File: src/rtl/fft_sdf_stage_ctrl.sv
// Control sequencer for one radix-2 DIF single-delay-feedback FFT stage.
// Drives delay-line shift, butterfly select, zero flush and output tagging.
module fft_sdf_stage_ctrl #(
    parameter int N     = 32,
    parameter int STAGE = 1
) (
    input  logic                   clk,
    input  logic                   rst,
    input  logic                   valid_i,
    output logic                   ready_o,
    output logic                   shift_en,
    output logic                   zero_in,
    output logic                   sel_bf,
    output logic                   valid_o,
    output logic                   diff_o,
    output logic [$clog2(N)-2:0]   tw_addr,
    output logic                   frame_done,
    output logic                   busy
);

    localparam int LOGN = $clog2(N);
    localparam int D    = N >> (STAGE + 1);
    localparam int LD   = $clog2(D);

    localparam logic [LOGN-1:0] CNT_D    = LOGN'(D);
    localparam logic [LOGN-1:0] CNT_DM1  = LOGN'(D - 1);
    localparam logic [LOGN-1:0] CNT_LAST = LOGN'(N - 1);
    localparam logic [LOGN-2:0] TW_MASK  = (LOGN-1)'(D - 1);

    localparam logic [1:0] IDLE  = 2'd0;
    localparam logic [1:0] RUN   = 2'd1;
    localparam logic [1:0] FLUSH = 2'd2;

    logic [1:0]      state;
    logic [LOGN-1:0] in_cnt;
    logic [LOGN-1:0] o_cnt;
    logic [LOGN-1:0] fl_cnt;
    logic            primed;

    logic acc;
    logic adv;
    logic in_flush;
    logic out_fire;
    logic to_flush;
    logic to_idle;

    // Twiddle index for an output: W_N^((k mod D) << STAGE) on differences, 0 on sums.
    function automatic logic [LOGN-2:0] tw_index(input logic [LOGN-1:0] k);
        if (k[LD])
            return (k[LOGN-2:0] & TW_MASK) << STAGE;
        else
            return '0;
    endfunction

    always_comb begin
        in_flush = (state == FLUSH);
        ready_o  = !in_flush;
        acc      = valid_i & ready_o;
        adv      = acc | in_flush;
        shift_en = adv;
        zero_in  = in_flush;
        sel_bf   = in_cnt[LD];
        busy     = (state != IDLE);
        out_fire = adv & (primed | (in_cnt == CNT_D));
        // A frame boundary with no follow-on sample starts the zero flush.
        to_flush = (state == RUN) && (in_cnt == '0) && primed && !valid_i;
        to_idle  = in_flush && (fl_cnt == CNT_DM1);
    end

    // Stage p0 -> p1: control state and registered output tags.
    always_ff @(posedge clk) begin
        if (rst) begin
            state      <= IDLE;
            in_cnt     <= '0;
            o_cnt      <= '0;
            fl_cnt     <= '0;
            primed     <= 1'b0;
            valid_o    <= 1'b0;
            diff_o     <= 1'b0;
            tw_addr    <= '0;
            frame_done <= 1'b0;
        end else begin
            case (state)
                IDLE:    if (acc)      state <= RUN;
                RUN:     if (to_flush) state <= FLUSH;
                FLUSH:   if (to_idle)  state <= IDLE;
                default:               state <= IDLE;
            endcase

            if (to_flush)
                fl_cnt <= '0;
            else if (in_flush)
                fl_cnt <= fl_cnt + 1'b1;

            if (to_idle)
                in_cnt <= '0;
            else if (adv)
                in_cnt <= in_cnt + 1'b1;

            if (to_idle)
                primed <= 1'b0;
            else if (adv && (in_cnt == CNT_DM1))
                primed <= 1'b1;

            if (to_idle)
                o_cnt <= '0;
            else if (out_fire)
                o_cnt <= o_cnt + 1'b1;

            valid_o    <= out_fire;
            frame_done <= out_fire && (o_cnt == CNT_LAST);
            if (out_fire) begin
                diff_o  <= o_cnt[LD];
                tw_addr <= tw_index(o_cnt);
            end
        end
    end

endmodule

File: config.mk
export PLATFORM = sky130hd
export DESIGN_NAME = fft_sdf_stage_ctrl
export DESIGN_NICKNAME = d
export VERILOG_FILES = /design/src/rtl/fft_sdf_stage_ctrl.sv
export SDC_FILE = /design/constraint.sdc
export NUM_CORES = 1
export LEC_CHECK = 0
export CAP_MARGIN = 20
export CORE_MARGIN = 2
export CORE_UTILIZATION = 30
export DETAILED_ROUTE_END_ITERATION = 12
export GPL_TIMING_DRIVEN = 0
export HOLD_SLACK_MARGIN = 0.03
export MAX_ROUTING_LAYER = met4
export PLACE_DENSITY = 0.56
export SYNTH_ARGS = -nofsm -noshare
export SYNTH_HDL_FRONTEND = slang
export SYNTH_SLANG_ARGS = --single-unit
File: constraint.sdc
create_clock -name clk -period 2.8 [get_ports clk]
set_input_delay 0.42 -clock clk [delete_from_list [all_inputs] [get_ports clk]]
set_output_delay 0.42 -clock clk [all_outputs]
set_load 0.005 [all_outputs]
==> metrics, run 1 <==
Comb power frac 0.058; commonest cells after routing, fill and taps aside 24 x dfxtp_1, 17 x nor2_1, 11 x clkdlybuf4s50_1, 7 x a21oi_1, 7 x xor2_1; CP Capture Type primary output; met3 Resource Use GR 0.0179; Req. time, crit path around 2400 ps; Clk Latency, worst-skew pair between 300 and 400 ps; # IOs 15; DRT iter0 DRCs 6; PnR worst setup slack 634 ps; switching power total about 0.00012 W; Clock Power Share 0.285; ratio of final minimum period to clock period 0.774; Synth Instances between 100 and 150; Total Neg Setup Slack 0 ps; Die H approximately 63 um; TritonCTS Buffers 3; Cell Area, Synth about 0.0011 mm^2; CP Max Fanout 10; Sink Count 24; Post-CTS Setup Bufs 0; post-cts resize count 0; pin count of the biggest net entering global routing 13; vias in the first global route ~800; skew final approximately 5.2 ps; global route total overflow 0; Root Buffer clkbuf_4; Port Buffers 11; Seq pwr share 0.658; Final ANT Viol Nets 0; Max Fclk between 400 and 500 MHz; DR WL/cell between 10 and 15 um; Bufs and invs on worst path 3; hold_buf cts 0; kind of critical path reg -> out; Max Slew Vio Count 0; 1st-pass router iterations 4; antenna violations before repair 0; first-pass GRT wire length roughly 3500 um; Layout area overhead 18.0%; Final min period 2170 ps; setup slack, reg-to-reg around 1200 ps; Yosys reg bits 24; Setup-failing EPs final 0; Post-Syn Nets 122; number of max-cap violations 0; met1 Usage GRT 0.138; pwr dens ~430 mW/mm^2; cell family with most CP delay buffers and inverters; die footprint approximately 0.004 mm^2; Synth Warn # 0; maximum buffer depth of the clock tree 2; CP cell instances nand2b_2 > inv_2 > buf_2 > clkdlybuf4s50_1; post-synthesis sequential area ratio 0.454; data arrival time of the worst path ~1800 ps; Vias/cell just under 5; GR Util All Layers 0.109; CTS H-tree depth 1; Most Crowded Layer GR met2; Max VDD drop roughly 0.18 mV; HP Class in -> reg; Critical-path top delay cell clkdlybuf4s50_1; Initial Util 0.315; met2 Track Usage GR 0.170; switch share 0.229; slowest stage delay, CP between 500 and 600 ps; hpwl dp between 1000 and 1500 um; core area 0.00336 mm^2; clock slew at reported path FFs between 100 and 150 ps; status completed; syn_area_per_cell 9.29 um^2; final WL between 1500 and 2000 um; RSZ-0062 raised after global routing false; final antenna diode count 0; Residual DRC 0; fin nets ~140; row count 21; final hold violations 0; detailed-route via count 843; Worst setup SP type flop; pre-CTS setup slack around 830 ps; internal power slightly above 0.0004 W; GP Congestion about 0.77; most common cell after layout, fill and taps aside dfxtp_1; Unique masters post-synth 34; TritonCTS clock tree built; share of layout cells above drive strength 1 0.117; Die Wd about 63 um; leakage between 0.4 and 0.5 nW
[flip-flops by register name, summed over array words and instances (netlist names)]
register / cells
diff_o: 1
fl_cnt: 5
frame_done: 1
in_cnt: 5
o_cnt: 5
primed: 1
state: 2
tw_addr: 3
valid_o: 1
[worst paths after layout]
path	to	depth (start not counted)	from
min	diff_o$_SDFFE_PP0P_	2	rst
min reg2reg	tw_addr[1]$_SDFFE_PP0P_	2	tw_addr[1]$_SDFFE_PP0P_
max reg2reg	o_cnt[1]$_SDFFE_PP0P_	7	in_cnt[0]$_SDFFE_PP0P_
max	zero_in	4	state[0]$_SDFFE_PP0P_
[through the flow]
step / hold slack, ps / std cells / area, um^2 / total power (W) / utilization
6_report: 444 / 174 / 1250 / 0.000532 / 0.371
5_1_grt: 484 / 174 / 1250 / 0.000555 / 0.371
3_5_place_dp: 451 / 171 / 1230 / 0.000388 / 0.365
2_1_floorplan: 448 / 114 / 1060 / 0.000379 / -
3_3_place_gp: 444 / 171 / 1230 / 0.000388 / 0.365
4_1_cts: 444 / 174 / 1250 / 0.000539 / 0.371
[per-layer routing]
| metal | part of all wire | vias up |
|---|---|---|
| met5 | 0 | - |
| met4 | 0.019 | 0 |
| met3 | 0.027 | 5 |
| met2 | 0.46 | 13 |
| met1 | 0.50 | 400 |
| li1 | - | 425 |
[power by group through the flow]
stage | Combinational (W) | Clock (W) | Sequential, W
2_1_floorplan | 0.0000224 | 0 | 0.000356
3_3_place_gp | 0.0000304 | 0 | 0.000357
3_5_place_dp | 0.0000308 | 0 | 0.000357
4_1_cts | 0.0000309 | 0.000158 | 0.000350
5_1_grt | 0.0000354 | 0.000169 | 0.000351
6_report | 0.0000307 | 0.000151 | 0.000350
[worst reg2reg max path: cells and delay by family (launching register included)]
kind	cells	cell delay, ps
AO/OA/AOI/OAI	1	150
adder cells (fa/ha/maj)	1	210
buffers and inverters	2	280
flip-flops	1	420
multiplexers	1	210
AND/OR/NAND/NOR	2	270
[cell type report]
cell class / count / area [um^2]
flip-flops and latches: 24 / 480
inverters: 4 / 15.0
fillers: 369 / 2110
clock buffers: 3 / 22.5
multi-input cells: 79 / 526
plain buffers: 7 / 37.5
repair buffers: 11 / 110
well taps: 46 / 57.6
[synth_stat cells]
| library cell | instances | area (um^2) |
|---|---|---|
| a211oi_1 | 1 | 7.51 |
| a21oi_1 | 7 | 35.0 |
| a31o_2 | 1 | 8.76 |
| a41o_1 | 1 | 10.0 |
| a41oi_1 | 1 | 8.76 |
| and2_1 | 1 | 6.26 |
| and3_1 | 1 | 6.26 |
| and4b_1 | 1 | 10.0 |
| and4bb_4 | 1 | 16.3 |
| buf_2 | 3 | 15.0 |
| buf_4 | 2 | 15.0 |
| clkbuf_1 | 2 | 7.51 |
| conb_1 | 1 | 3.75 |
| dfxtp_1 | 24 | 480 |
| ha_1 | 5 | 62.6 |
| inv_1 | 3 | 11.3 |
| inv_2 | 1 | 3.75 |
| mux2i_1 | 3 | 30.0 |
| nand2_1 | 6 | 22.5 |
| nand2b_1 | 2 | 12.5 |
| nand2b_2 | 1 | 8.76 |
| nand3_1 | 2 | 10.0 |
| nand4_1 | 2 | 12.5 |
| nor2_1 | 17 | 63.8 |
| nor2_2 | 1 | 6.26 |
| nor3_1 | 3 | 15.0 |
| o2111ai_1 | 5 | 43.8 |
| o21ai_0 | 1 | 5.00 |
| o21ai_1 | 2 | 10.0 |
| o22ai_2 | 1 | 12.5 |
| or2_2 | 1 | 6.26 |
| or3_1 | 2 | 12.5 |
| xnor2_1 | 2 | 17.5 |
| xor2_1 | 7 | 61.3 |
[kinds of logic (layout without fill, tap and decap cells)]
logic type / count (synthesis) / after routing / share of synthesized area
other: 1 / 1 / 0.00354
and+or+nand+nor: 41 / 41 / 0.197
xor gates and xnor gates: 9 / 9 / 0.0745
muxes: 3 / 3 / 0.0284
DFF: 24 / 24 / 0.454
buffers and inverters: 11 / 25 / 0.0496
AOI/OAI and AO/OA: 20 / 20 / 0.134
adders and majority gates: 5 / 5 / 0.0591
No activity file was read; power rests on OpenSTA's default activity.
==> inputs of run 2 (changes only) <==
clock period = 2.15 ns   (was 2.8 ns; I/O delays follow)
==> metrics, run 2 (synthesized netlist as in run 1, its figures left out) <==
detailed-route via count 834 (was 843); Setup-failing EPs final 0 (unchanged); RSZ-0062 raised after global routing false (unchanged); GP Congestion 0.774 (unchanged); hpwl dp 1430 um (unchanged); row count 21 (unchanged); Root Buffer clkbuf_4 (unchanged); hold_sp rst (unchanged); Port Buffers 11 (unchanged); # IOs 15 (unchanged); Residual DRC 0 (unchanged); CP Max Fanout 7 (was 10); met3 Resource Use GR 0.0179 (unchanged); commonest cells after routing, fill and taps aside 24 x dfxtp_1, 17 x nor2_1, 11 x clkdlybuf4s50_1, 7 x a21oi_1, 7 x xor2_1 (unchanged); TritonCTS Buffers 3 (unchanged); Max Slew Vio Count 0 (unchanged); die footprint 0.00402 mm^2 (unchanged); met2 Track Usage GR 0.170 (unchanged); status completed (unchanged); Max VDD drop 0.233 mV (was 0.179 mV); final WL 1930 um (was 1900 um); HP Class in -> reg (unchanged); Clock Power Share 0.285 (about the same); Worst setup SP type flop (unchanged); first-pass GRT wire length 3480 um (unchanged); internal power 0.000534 W (was 0.000410 W); leakage 0.494 nW (was 0.500 nW); global route total overflow 0 (unchanged); fillers 370 (was 369); Critical-path top delay cell clkdlybuf4s50_1 (unchanged); TritonCTS clock tree built (unchanged); fin nets 137 (was 138); setup slack, reg-to-reg 500 ps (was 1150 ps); data arrival time of the worst path 1690 ps (was 1750 ps); Largest regs fl_cnt (5), in_cnt (5), o_cnt (5) (unchanged); DR WL/cell 11.2 um (was 10.9 um); clock slew at reported path FFs 130 ps (about the same); Placement Cell Area 0.00123 mm^2 (unchanged); most common cell after layout, fill and taps aside dfxtp_1 (unchanged); CP Capture Type primary output (unchanged); Most Crowded Layer GR met2 (unchanged); vias in the first global route 801 (unchanged); kind of critical path reg -> out (unchanged); skew final 6.57 ps (was 5.16 ps); pin count of the biggest net entering global routing 13 (unchanged); Seq pwr share 0.657 (was 0.658); met1 Usage GRT 0.138 (unchanged); Vias/cell 4.82 (was 4.84); Initial Util 0.315 (unchanged); post-cts resize count 0 (unchanged); Layout area overhead 17.5% (was 18.0%); ratio of final minimum period to clock period 0.937; Max Fclk about 500 MHz; Comb power frac 0.058 (about the same); CP cell instances nand2b_2 > nand2b_1 > buf_2 > clkdlybuf4s50_1 (was nand2b_2 > inv_2 > buf_2 > clkdlybuf4s50_1); number of max-cap violations 0 (unchanged); PnR worst setup slack 135 ps (was 634 ps); Req. time, crit path 1830 ps (was 2380 ps); GR Util All Layers 0.109 (unchanged); Sink Count 24 (unchanged); worst setup path startpoint state[0]$_SDFFE_PP0P_ (unchanged); Post-CTS Setup Bufs 0 (unchanged); final hold violations 0 (unchanged); share of layout cells above drive strength 1 0.110 (was 0.117); pre-CTS setup slack 373 ps (was 828 ps); 1st-pass router iterations 4 (unchanged); Final min period 2010 ps; slowest stage delay, CP 520 ps (was 540 ps); switching power total 0.000160 W (was 0.000122 W); switch share 0.230 (was 0.229); final antenna diode count 0 (unchanged); antenna violations before repair 0 (unchanged); Total Neg Setup Slack 0 ps (unchanged); Core Util, Final 0.370 (was 0.371); Die H 63.4 um (unchanged); DRT iter0 DRCs 6 (unchanged); CTS H-tree depth 1 (unchanged); core area 0.00336 mm^2 (unchanged); maximum buffer depth of the clock tree 2 (unchanged); cell area after layout 0.00124 mm^2 (was 0.00125 mm^2); Clk Latency, worst-skew pair 310 ps (about the same); Worst R2R Start in_cnt[0]$_SDFFE_PP0P_ (unchanged); pwr dens 558 mW/mm^2 (was 426 mW/mm^2); Die Wd 63.4 um (unchanged); hold_buf cts 0 (unchanged); Final ANT Viol Nets 0 (unchanged)
## run 2: cell count changes in the layout (fill, tap and decap cells not counted), sizes merged
cell,delta
buf,-1
## run 2: worst paths after layout
kind | cells after the start | to
hold reg to reg | 2 | tw_addr[1]$_SDFFE_PP0P_
setup reg to reg | 7 | o_cnt[1]$_SDFFE_PP0P_
hold / removal | 2 | diff_o$_SDFFE_PP0P_
setup / recovery | 4 | shift_en
## run 2: area by class of cell
type / instances / area (um^2) / area share
buffer: 6 / 32.5 / 0.0262
clock buffer: 3 / 22.5 / 0.0181
inverter: 4 / 15.0 / 0.0121
multi-input combinational: 79 / 526 / 0.423
sequential: 24 / 480 / 0.386
tap: 46 / 57.6 / 0.0463
timing repair buffer: 11 / 110 / 0.0885
## run 2: per-stage QoR
step	hold slack (ps)	power, W	cells
CTS	346	0.000702	174
floorplan	448	0.000493	114
finish	345	0.000693	173
detailed placement	451	0.000506	171
global route	387	0.000723	173
global placement	444	0.000505	171
## run 2: power groups by stage
stage	Sequential, W	Combinational [W]	Clock [W]
4_1_cts	0.000456	0.0000403	0.000206
5_1_grt	0.000457	0.0000461	0.000220
3_3_place_gp	0.000465	0.0000396	0
2_1_floorplan	0.000464	0.0000291	0
6_report	0.000455	0.0000400	0.000198
3_5_place_dp	0.000466	0.0000401	0
## run 2: metal layers
metal	part of all wire	routed length, um	vias up
li1	-	-	421
met1	0.49	956	392
met2	0.45	875	16
met3	0.034	66	5
met4	0.019	36	0
met5	0	0	-
## run 2: worst max-delay path, delay by kind of cell (launching register included)
family	cells	cell delay (ps)
and+or+nand+nor	2	320
DFF	1	350
buffers and inverters	2	700
==> inputs of run 3 (changes only) <==
CORE_MARGIN = 4   (was 2)
CORE_UTILIZATION = 40   (was 30)
PLACE_DENSITY = 0.69   (was 0.56)
==> metrics, run 3 (synthesized netlist as in run 1, its figures left out) <==
kind of critical path reg -> out (unchanged); Largest regs fl_cnt (5), in_cnt (5), o_cnt (5) (unchanged); CTS H-tree depth 1 (unchanged); fin nets 137 (unchanged); Vias/cell 5.21 (was 4.82); Layout area overhead 16.9% (was 17.5%); hold depth 2 (unchanged); Die Wd 59.4 um (was 63.4 um); final WL 1860 um (was 1930 um); RSZ-0062 raised after global routing false (unchanged); Root Buffer clkbuf_4 (unchanged); setup slack, reg-to-reg 520 ps (was 500 ps); Sink Count 24 (unchanged); Port Buffers 11 (unchanged); footprint of the multi-input gates 526 um^2 (unchanged); placed cell count 155 (was 171); CP Max Fanout 7 (unchanged); M1 WL 847 um (was 956 um); Setup-failing EPs final 0 (unchanged); detailed-route via count 823 (was 834); switching power total 0.000155 W (was 0.000160 W); first-pass GRT wire length 3640 um (was 3480 um); leakage 0.501 nW (was 0.494 nW); GP Congestion 0.789 (was 0.774); PnR worst setup slack 156 ps (was 135 ps); skew final 5.18 ps (was 6.57 ps); DRT iter0 DRCs 11 (was 6); worst hold margin 334 ps (was 345 ps); # IOs 15 (unchanged); ratio of final minimum period to clock period 0.928 (was 0.937); pwr dens 587 mW/mm^2 (was 558 mW/mm^2); Req. time, crit path 1830 ps (about the same); Comb power frac 0.054 (was 0.058); share of layout cells above drive strength 1 0.117 (was 0.110); number of max-cap violations 0 (unchanged); Max Slew Vio Count 0 (unchanged); Clock Power Share 0.319 (was 0.285); Total Neg Setup Slack 0 ps (unchanged); antenna violations before repair 0 (unchanged); DR WL/cell 11.8 um (was 11.2 um); pin count of the biggest net entering global routing 14 (was 13); Tot Pwr 0.000727 W (was 0.000693 W); Worst setup SP type flop (unchanged); Post-CTS Setup Bufs 0 (unchanged); row count 18 (was 21); internal power 0.000572 W (was 0.000534 W); data arrival time of the worst path 1670 ps (was 1690 ps); most common cell after layout, fill and taps aside dfxtp_1 (unchanged); switch share 0.213 (was 0.230); commonest cells after routing, fill and taps aside 24 x dfxtp_1, 17 x nor2_1, 11 x clkdlybuf4s50_1, 7 x a21oi_1, 7 x xor2_1 (unchanged); Final min period 1990 ps (was 2010 ps); Clk Latency, worst-skew pair 320 ps (was 310 ps); CP Capture Type primary output (unchanged); vias in the first global route 843 (was 801); core area 0.00250 mm^2 (was 0.00336 mm^2); final hold violations 0 (unchanged); routed wl met3 87 um (was 66 um); clock slew at reported path FFs 120 ps (was 130 ps); hold_buf cts 0 (unchanged); status completed (unchanged); global route total overflow 0 (unchanged); top layer in use met4 (unchanged); die footprint 0.00353 mm^2 (was 0.00402 mm^2); maximum buffer depth of the clock tree 2 (unchanged); fillers 240 (was 370); Max Fclk 501 MHz (was 496 MHz); Residual DRC 0 (unchanged); Die H 59.4 um (was 63.4 um); final non-filler cell total 158 (was 173); hpwl dp 1400 um (was 1430 um); Initial Util 0.423 (was 0.315); pre-CTS setup slack 396 ps (was 373 ps); Max VDD drop 0.461 mV (was 0.233 mV); TritonCTS Buffers 3 (unchanged); Final ANT Viol Nets 0 (unchanged); 1st-pass router iterations 4 (unchanged); FF+latch area 480 um^2 (unchanged); post-cts resize count 0 (unchanged); TritonCTS clock tree built (unchanged); HP Class in -> reg (unchanged); GR Util All Layers 0.138 (was 0.109); met2 wire len 905 um (was 875 um); final antenna diode count 0 (unchanged); worst r2r path cells 7 (unchanged); Seq pwr share 0.627 (was 0.657)
==> run 3: per-layer routing <==
layer | vias to the layer above | global-route usage
met2 | 15 | 0.225
met4 | 0 | 0.0291
met1 | 383 | 0.164
met3 | 4 | 0.0458
li1 | 421 | -
met5 | - | -
==> run 3: area by class of cell <==
type,count,share of cell area
flip-flops and latches,24,0.388
multi-input cells,79,0.425
inverters,4,0.0121
repair buffers,11,0.0890
plain buffers,6,0.0263
clock buffers,4,0.0293
well taps,30,0.0303
==> run 3: worst max-delay path, cell delays in order (launching register included) <==
cell	delay, ps
dfxtp_1	350
nand2b_2	230
nand2b_1	80
buf_2	170
clkdlybuf4s50_1	520
==> run 3: power groups by stage <==
stage / Sequential (W) / Combinational (W) / Clock, W
3_5_place_dp: 0.000466 / 0.0000402 / 0
2_1_floorplan: 0.000464 / 0.0000291 / 0
5_1_grt: 0.000457 / 0.0000460 / 0.000264
3_3_place_gp: 0.000465 / 0.0000392 / 0
4_1_cts: 0.000456 / 0.0000402 / 0.000243
6_report: 0.000456 / 0.0000393 / 0.000232
==> run 3: path summary, 6_finish.rpt <==
kind | end | from
max | shift_en | state[0]$_SDFFE_PP0P_
min | diff_o$_SDFFE_PP0P_ | rst
max reg2reg | o_cnt[4]$_SDFFE_PP0P_ | in_cnt[0]$_SDFFE_PP0P_
min reg2reg | tw_addr[1]$_SDFFE_PP0P_ | tw_addr[1]$_SDFFE_PP0P_
==> run 3: metrics by stage <==
step	cell area (um^2)	util
finish	1240	0.495
global route	1240	0.495
CTS	1240	0.497
detailed placement	1210	0.482
global placement	1210	0.482
floorplan	1060	-
==> patch, RTL diff (flow settings as in run 3) <==
Reset style: asynchronous (`rst`), changed in one clocked block.
--- a/src/rtl/fft_sdf_stage_ctrl.sv
+++ b/src/rtl/fft_sdf_stage_ctrl.sv
@@ -70,3 +70,3 @@
     // Stage p0 -> p1: control state and registered output tags.
-    always_ff @(posedge clk) begin
+    always_ff @(posedge clk or posedge rst) begin
         if (rst) begin
Check against the original RTL: differs if rst is asserted again (counterexample within 4 cycles, from zero or initial values and one cycle with rst high); with rst held inactive, the same outputs for 10 cycles.
==> patch against run 3 <==
Routed wire length increased by 8.9%; utilization increased by 1.5 points; worst setup slack worse by 25 ps; sequential cell count stayed put; area after synthesis increased by 15%; design area up 16%; final cell count grew 5.7%; synthesized cell count increased by 4.4%; sequential share of layout area up 2.8 points; register-to-register slack lost 100 ps; critical endpoint unchanged.
Power is not compared: it rests on default switching activity, and its combinational part moved more than twofold at a synthesized area within 25%.
==> patch: results (changes against run 3) <==
cells_and_area:
  layout.nets: 145  # was 137
  largestRegisters: "fl_cnt x5, in_cnt x5, o_cnt x5"  # unchanged
  drive_gt1_share_pct: 12.50  # was 11.72%
  diodes: 0  # unchanged
grt:
  grt_pass1_wl_um: 3815  # was 3636 um
  grt_use_total_pct: 12.00  # was 13.76%
  grt_start_max_net_pins: 25  # was 14
  antenna_found_initial: 0  # unchanged
worst_setup_path:
  critPathMaxFanout: 7  # unchanged
  slowest_stage: "clkdlybuf4s50_1"  # unchanged
  critical_path.max_stage_delay_ps: 530
  reg2reg_slack_ps: 420  # was 520 ps
  reg2reg_from: "fl_cnt[0]"  # was in_cnt[0]
  r2r-end: "in_cnt[3]"  # was o_cnt[4]
  crit_start: "state[0]"  # unchanged
  cp.arrival_ps: 1700  # was 1670 ps
  reg2regPathDepth: 5  # was 7
detailed_routing:
  drt_first_pass_iters: 4  # unchanged
  first_iter_violations: 18  # was 11
  wirelength_um: 2027  # was 1861 um
  vias: 880  # was 823
  drc: 0  # unchanged
synthesis:
  synth_top_area_share_pct: 49.38  # was 45.39%
  synth-compound-area-share_pct: 13.79  # was 13.36%
  async_flop_share_pct: 100.0  # was 0%
  syn-num-nets: 127  # was 122
  synth_cell_types: 34  # unchanged
  synth_xor_area_share_pct: 4.321  # was 7.447%
  netlist_top_cells_count: "dfrtp_1 (24), nand2_1 (13), nor2_1 (12)"  # was dfxtp_1 (24), nor2_1 (17), a21oi_1 (7), xor2_1 (7), nand2_1 (6)
  ys_seq_area_share_pct: 49.38  # was 45.39%
  yosys-top-cells-area: "dfrtp_1 (49%), ha_1 (5.1%), xor2_1 (4.3%)"  # was dfxtp_1 (45%), nor2_1 (6.0%), ha_1 (5.9%)
  muxShareOfSynthArea_pct: 2.572  # was 2.837%
  synthAdderAreaFrac_pct: 5.144  # was 5.910%
  synth_flop_cell: "dfrtp_1"  # was dfxtp_1
sta:
  fin_skew_ps: 9.102  # was 5.180 ps
  max_slew_margin_pct: 41.17
power_and_ir_drop:
  ir_worst_vdd_uv: 782.5
  p_clk_share_pct: 19.1
  powerDensity_nw_per_um2: 1169
  comb_power_mw: 0.581
  p_leak_nw: 0.6531
placement:
  gp_congestion: 0.7482  # was 0.7885
  dp_hpwl_um: 1497  # was 1402 um
  io_buffer_count: 13  # was 11
outcome:
  status: "completed"  # unchanged
flow_run:
  timing.max_cap.violations: 0  # unchanged
min_path:
  hold_path.class: "input port to asynchronous set/reset pin"  # was input port to flop
clock_tree:
  cts.path.max_buffers: 2  # unchanged
## patch: through the flow
step	instance area, um2	cells	hold slack (ps)	setup slack, ps
after global placement	1385	163	460.3	38.12
after detailed placement	1385	163	468.6	46.40
after global routing	1441	167	523.0	24.48
after floorplan	1216	119	337.1	663.5
final	1441	167	476.5	130.6
after CTS	1438	167	500.7	31.93
## patch: layout make-up
cell class | instances | area, um2
clock buffer | 3 | 22.52
multi-input combinational | 83 | 538.0
inverter | 6 | 27.53
clock inverter | 1 | 30.03
sequential | 24 | 600.6
tap | 31 | 38.79
fill | 255 | 1388
buffer | 6 | 51.30
timing repair buffer | 13 | 132.6
## patch: per-layer routing
metal | track usage, % | part of all wire (%) | vias to the layer above
met3 | 3.197 | 4.0 | 4
met1 | 13.92 | 45 | 412
li1 | - | - | 447
met5 | - | 0 | -
met2 | 19.76 | 49 | 17
met4 | 4.683 | 1.5 | 0
